## config.mk

```make
export PLATFORM = sky130hd
export DESIGN_NAME = aes_enc_arbiter
export DESIGN_NICKNAME = d
export VERILOG_FILES = /design/src/rtl/aes_enc_arbiter_pkg.sv /design/src/rtl/rr_arb2.sv /design/src/rtl/aes_enc_arbiter.sv
export SDC_FILE = /design/constraint.sdc
export NUM_CORES = 1
export LEC_CHECK = 0
export CAP_MARGIN = 15
export CELL_PAD_IN_SITES_DETAIL_PLACEMENT = 0
export CELL_PAD_IN_SITES_GLOBAL_PLACEMENT = 1
export CORE_AREA = 2 2 257 259
export CTS_CLUSTER_DIAMETER = 120
export DETAILED_ROUTE_END_ITERATION = 12
export DIE_AREA = 0 0 259 261
export PLACE_DENSITY = 0.59
export REMOVE_ABC_BUFFERS = 1
export SYNTH_ARGS = -nofsm -noshare
export SYNTH_HDL_FRONTEND = slang
export SYNTH_SLANG_ARGS = --single-unit
```

## constraint.sdc

```tcl
create_clock -name clk -period 16.1 [get_ports clk]
set_clock_uncertainty 0.05 [all_clocks]
set_input_delay 3.22 -clock clk [delete_from_list [all_inputs] [get_ports clk]]
set_output_delay 3.22 -clock clk [all_outputs]
set_load 0.02 [all_outputs]
```

## src/rtl/aes_enc_arbiter_pkg.sv

```systemverilog
// Shared constants for the AES encryption-engine arbiter: block width, abort timeout, FSM encoding.
// Engine-side and requester-side datapaths all use AES_DW.
package aes_enc_arbiter_pkg;

    localparam int AES_DW      = 128;
    localparam int AES_TIMEOUT = 64;

    typedef enum logic [1:0] {
        ST_IDLE    = 2'd0,
        ST_ISSUE   = 2'd1,
        ST_WAIT    = 2'd2,
        ST_DELIVER = 2'd3
    } state_t;

endpackage

```

## src/rtl/rr_arb2.sv

```systemverilog
// Two-way round-robin grant; combinational grant, pointer flips on every accepted request.
// No backpressure of its own: the caller decides when a grant is consumed via advance.
module rr_arb2 (
    input  logic       clk,
    input  logic       rst,
    input  logic [1:0] req,
    input  logic       advance,
    output logic [1:0] grant
);

    logic ptr;  // 0: requester 0 has priority on a tie

    always_ff @(posedge clk or posedge rst) begin
        if (rst) begin
            ptr <= 1'b0;
        end else if (advance) begin
            ptr <= ~ptr;
        end
    end

    always_comb begin
        grant = req;
        if (req == 2'b11) begin
            grant = ptr ? 2'b10 : 2'b01;
        end
    end

endmodule

```

## src/rtl/aes_enc_arbiter.sv

```systemverilog
// Shares one AES engine between requesters A and B; response 2 + engine latency after acceptance, TIMEOUT + 2 on abort.
// One job in flight: requesters see ready only in IDLE, and DELIVER holds until the owner takes the result.
module aes_enc_arbiter
    import aes_enc_arbiter_pkg::*;
#(
    parameter int DW      = AES_DW,
    parameter int TIMEOUT = AES_TIMEOUT
) (
    input  logic          clk,
    input  logic          rst1,
    input  logic          a_valid,
    input  logic [DW-1:0] a_text,
    output logic          a_ready,
    input  logic          b_valid,
    input  logic [DW-1:0] b_text,
    output logic          b_ready,
    output logic          a_rsp_valid,
    input  logic          a_rsp_ready,
    output logic          b_rsp_valid,
    input  logic          b_rsp_ready,
    output logic [DW-1:0] rsp_data,
    output logic          rsp_err,
    output logic          eng_start,
    output logic [DW-1:0] eng_text,
    output logic          eng_abort,
    input  logic          eng_done,
    input  logic [DW-1:0] eng_data
);

    localparam int            CW       = $clog2(TIMEOUT) + 1;
    localparam logic [CW-1:0] CNT_LAST = CW'(TIMEOUT - 1);

    state_t        state, state_nxt;
    logic          owner;  // 0: A, 1: B
    logic [CW-1:0] cnt;
    logic [1:0]    grant;
    logic          accept;
    logic          cnt_last;

    rr_arb2 u_arb (
        .clk     (clk),
        .rst     (rst1),
        .req     ({b_valid, a_valid}),
        .advance (accept),
        .grant   (grant)
    );

    assign cnt_last = (cnt == CNT_LAST);
    assign accept   = a_ready || b_ready;

    always_comb begin
        state_nxt   = state;
        a_ready     = 1'b0;
        b_ready     = 1'b0;
        a_rsp_valid = 1'b0;
        b_rsp_valid = 1'b0;
        eng_start   = 1'b0;
        eng_abort   = 1'b0;
        case (state)
            ST_IDLE: begin
                // Gate with reset so ready stays low for the whole reset interval.
                a_ready = grant[0] && !rst1;
                b_ready = grant[1] && !rst1;
                if (a_ready || b_ready) begin
                    state_nxt = ST_ISSUE;
                end
            end
            ST_ISSUE: begin
                eng_start = 1'b1;
                state_nxt = ST_WAIT;
            end
            ST_WAIT: begin
                if (eng_done) begin
                    state_nxt = ST_DELIVER;
                end else if (cnt_last) begin
                    eng_abort = 1'b1;
                    state_nxt = ST_DELIVER;
                end
            end
            ST_DELIVER: begin
                a_rsp_valid = !owner;
                b_rsp_valid = owner;
                if (owner ? b_rsp_ready : a_rsp_ready) begin
                    state_nxt = ST_IDLE;
                end
            end
            default: state_nxt = ST_IDLE;
        endcase
    end

    always_ff @(posedge clk or posedge rst1) begin
        if (rst1) begin
            state    <= ST_IDLE;
            owner    <= 1'b0;
            cnt      <= '0;
            eng_text <= '0;
            rsp_data <= '0;
            rsp_err  <= 1'b0;
        end else begin
            state <= state_nxt;
            case (state)
                ST_IDLE: begin
                    if (accept) begin
                        owner    <= b_ready;
                        eng_text <= b_ready ? b_text : a_text;
                    end
                end
                ST_ISSUE: cnt <= '0;
                ST_WAIT: begin
                    // A late eng_done beats the timeout in the same cycle.
                    if (eng_done) begin
                        rsp_data <= eng_data;
                        rsp_err  <= 1'b0;
                    end else if (cnt_last) begin
                        rsp_data <= '0;
                        rsp_err  <= 1'b1;
                    end else begin
                        cnt <= cnt + CW'(1);
                    end
                end
                default: ;
            endcase
        end
    end

endmodule

```

==> flow_summary.json <==
{
  "status": "finished, final reports clean",
  "worst_path_most_repeated_cell": "clkdlybuf4s50_1",
  "final_common_cell": "clkdlybuf4s50_1",
  "pwr-share-clk": 0.212,
  "clockRootBuffer": "clkbuf_16",
  "ys_async_sr_fraction": 1.00,
  "die-area_mm2": 0.0676,
  "maxCapViolations": 0,
  "post-route-period-util": 0.548,
  "yosysUniqueCellTypes": 37,
  "final_nets": 2067,
  "drt-pass1-iter-count": 5,
  "fp.dieW_um": 259,
  "grt_pass1_wl_um": 71800,
  "p_seq_frac": 0.312,
  "num_rows": 94,
  "hold_path_class": "register to register",
  "whs_ns": 0.446,
  "die_h_um": 261,
  "p_sw_frac": 0.379,
  "synth_area_leaders": "dfrtp_1, a22o_1, nand2_1",
  "yosysWarnings": 0,
  "grtUsageTotal": 0.142,
  "intPower_mw": 2.37,
  "worstPathRequired_ns": 12.83,
  "num_vias": 10500,
  "start_util": 0.169,
  "overflow": 0,
  "place_congestion": 0.816,
  "synth_enable_flop_cells": 0,
  "final.fill_count": 6737,
  "worst-path-buf-inv": 3,
  "stdcell_area_mm2": 0.0194,
  "crit_path_end_kind": "primary output",
  "hold_violations": 0,
  "post_cts_resized": 0,
  "antenna_cells": 0,
  "core-area_mm2": 0.0650,
  "routed_wl_um": 50600,
  "cpPeakStageDelay_ns": 0.71,
  "syn-instance-count": 1054,
  "post_cts_buffers": 0,
  "setup_violations": 0,
  "synth_area_mm2": 0.0110,
  "clk_pin_slew_ns": 0.05,
  "leakagePower_nw": 8.27,
  "critPathArrivalTime_ns": 5.55,
  "place_hpwl_um": 37300,
  "cpLargestDelayFamily": "buffers and inverters",
  "yosysTopAreaCell": "dfrtp_1",
  "worstMarginPinSlew_ns": 1.03,
  "clockBufferDepth": 3,
  "slew_headroom": 0.316,
  "pre_cts_ws_ns": 7.23,
  "dpl_cell_area_mm2": 0.0182,
  "multi_input_area_mm2": 0.00377,
  "clock-sinks": 268,
  "drive_above_1_share": 0.0454,
  "ios": 654,
  "max-vdd-ir-drop_mv": 0.0621,
  "avgSynthCellArea_um2": 10.4,
  "maxSlewViolCount": 0,
  "area_growth_pct": 77.1,
  "antenna_found_initial": 11,
  "ys_ff_latch": 268,
  "seq_area_frac_synth": 0.612,
  "hold_buffers": 0,
  "synth.top_cell.area_share": 0.612,
  "first_global_vias": 10800,
  "drcViolationCount": 0,
  "grt_start_max_net_pins": 187,
  "worstPathCellList": "clkdlybuf4s50_1 -> nor2b_2 -> nand3_4 -> inv_4 -> clkdlybuf4s50_1",
  "ff_latch_area_mm2": 0.00671,
  "final_cell_mix": "clkdlybuf4s50_1, dfrtp_1, nand2_1, nor2_1",
  "htreeDepth": 2,
  "synthFlopType": "dfrtp_1",
  "tns_ns": 0,
  "p_per_area_mw_per_mm2": 196,
  "criticalPathCategory": "primary input to primary output",
  "startpoint_type": "primary input",
  "crit_slowest_cell": "clkdlybuf4s50_1",
  "ant_nets": 0,
  "wl_per_cell_um": 19.8,
  "rsz0062_at_grt": "no",
  "cts_tree": "yes",
  "portBuffers": 653,
  "critPathMaxFanout": 42,
  "min_period_ns": 8.82,
  "worst_slack_ns": 7.28,
  "pwr-share-comb": 0.476,
  "clk_latency_ns": 0.53,
  "cts_made_buffers": 35,
  "via_per_inst": 4.09,
  "finalPower_mw": 3.81,
  "max_freq_mhz": 113,
  "p_sw_mw": 1.45,
  "drtIter0Drc": 458
}
==> logic make-up after synthesis <==
logic type / after synthesis / synth area share
compound gates: 269 / 0.184
buf+inv: 91 / 0.0469
simple gates: 416 / 0.147
mux: 3 / 0.00285
flops: 268 / 0.612
fa+ha+maj: 5 / 0.00571
xor+xnor: 2 / 0.00160
==> power by group through the flow <==
stage	Sequential (mW)	Clock [mW]	Combinational, mW
floorplan	1.57	0	0.486
global placement	1.19	0	1.84
detailed placement	1.19	0	1.84
CTS	1.19	0.839	1.85
global route	1.23	0.860	1.93
finish	1.19	0.808	1.81
==> path summary, 6_finish.rpt <==
path / from / endpoint / cells past startpoint / slack [ns]
worst min register to register: rsp_data[11] / rsp_data[11] / 1 / 0.45
min in group asynchronous: rst1 / owner / 2 / 3.19
worst max-delay path: rst1 / a_ready / 5 / 7.28
max in group asynchronous: rst1 / eng_text[26] / 4 / 10.67
worst max register to register: state[0] / eng_text[36] / 7 / 12.98
worst min-delay path: rsp_data[11] / rsp_data[11] / 1 / 0.45
==> per-stage QoR <==
step	util	std cells
3_5_place_dp	0.280	2498
5_1_grt	0.298	2560
6_report	0.298	2560
2_1_floorplan	-	969
3_3_place_gp	0.280	2498
4_1_cts	0.298	2560
==> sequential cells by signal (all words and copies together), names as in the netlist <==
name	count
eng_text	128
u_arb.ptr	1
cnt	7
owner	1
state	2
rsp_err	1
rsp_data	128
==> synthesized netlist by cell type, types with 2 or more instances <==
master,number
buf_2,33
inv_1,5
a22o_1,128
buf_6,14
a31oi_1,128
nor2_1,130
dfrtp_1,268
buf_4,7
nand2_1,265
nand3_1,8
buf_1,4
o21ai_0,3
nand2b_1,3
clkbuf_1,27
mux2i_1,2
xor2_1,2
ha_1,5
and2_1,3
==> layout make-up <==
type / count / share of cell area
Clock buffer: 49 / 0.0530
Clock inverter: 13 / 0.00799
Inverter: 6 / 0.00168
Multi-Input combinational cell: 695 / 0.194
Sequential cell: 268 / 0.345
Tap cell: 864 / 0.0557
Timing Repair Buffer: 665 / 0.342
==> metal layers <==
layer | global-route usage | part of all wire | up-vias
met2 | 0.238 | 0.48 | 520
met3 | 0.0642 | 0.11 | 89
met4 | 0.0591 | 0.042 | 20
met1 | 0.155 | 0.37 | 4933
met5 | 0 | 0.0026 | -
li1 | - | - | 4917
Power figures use the tool's default switching activity.
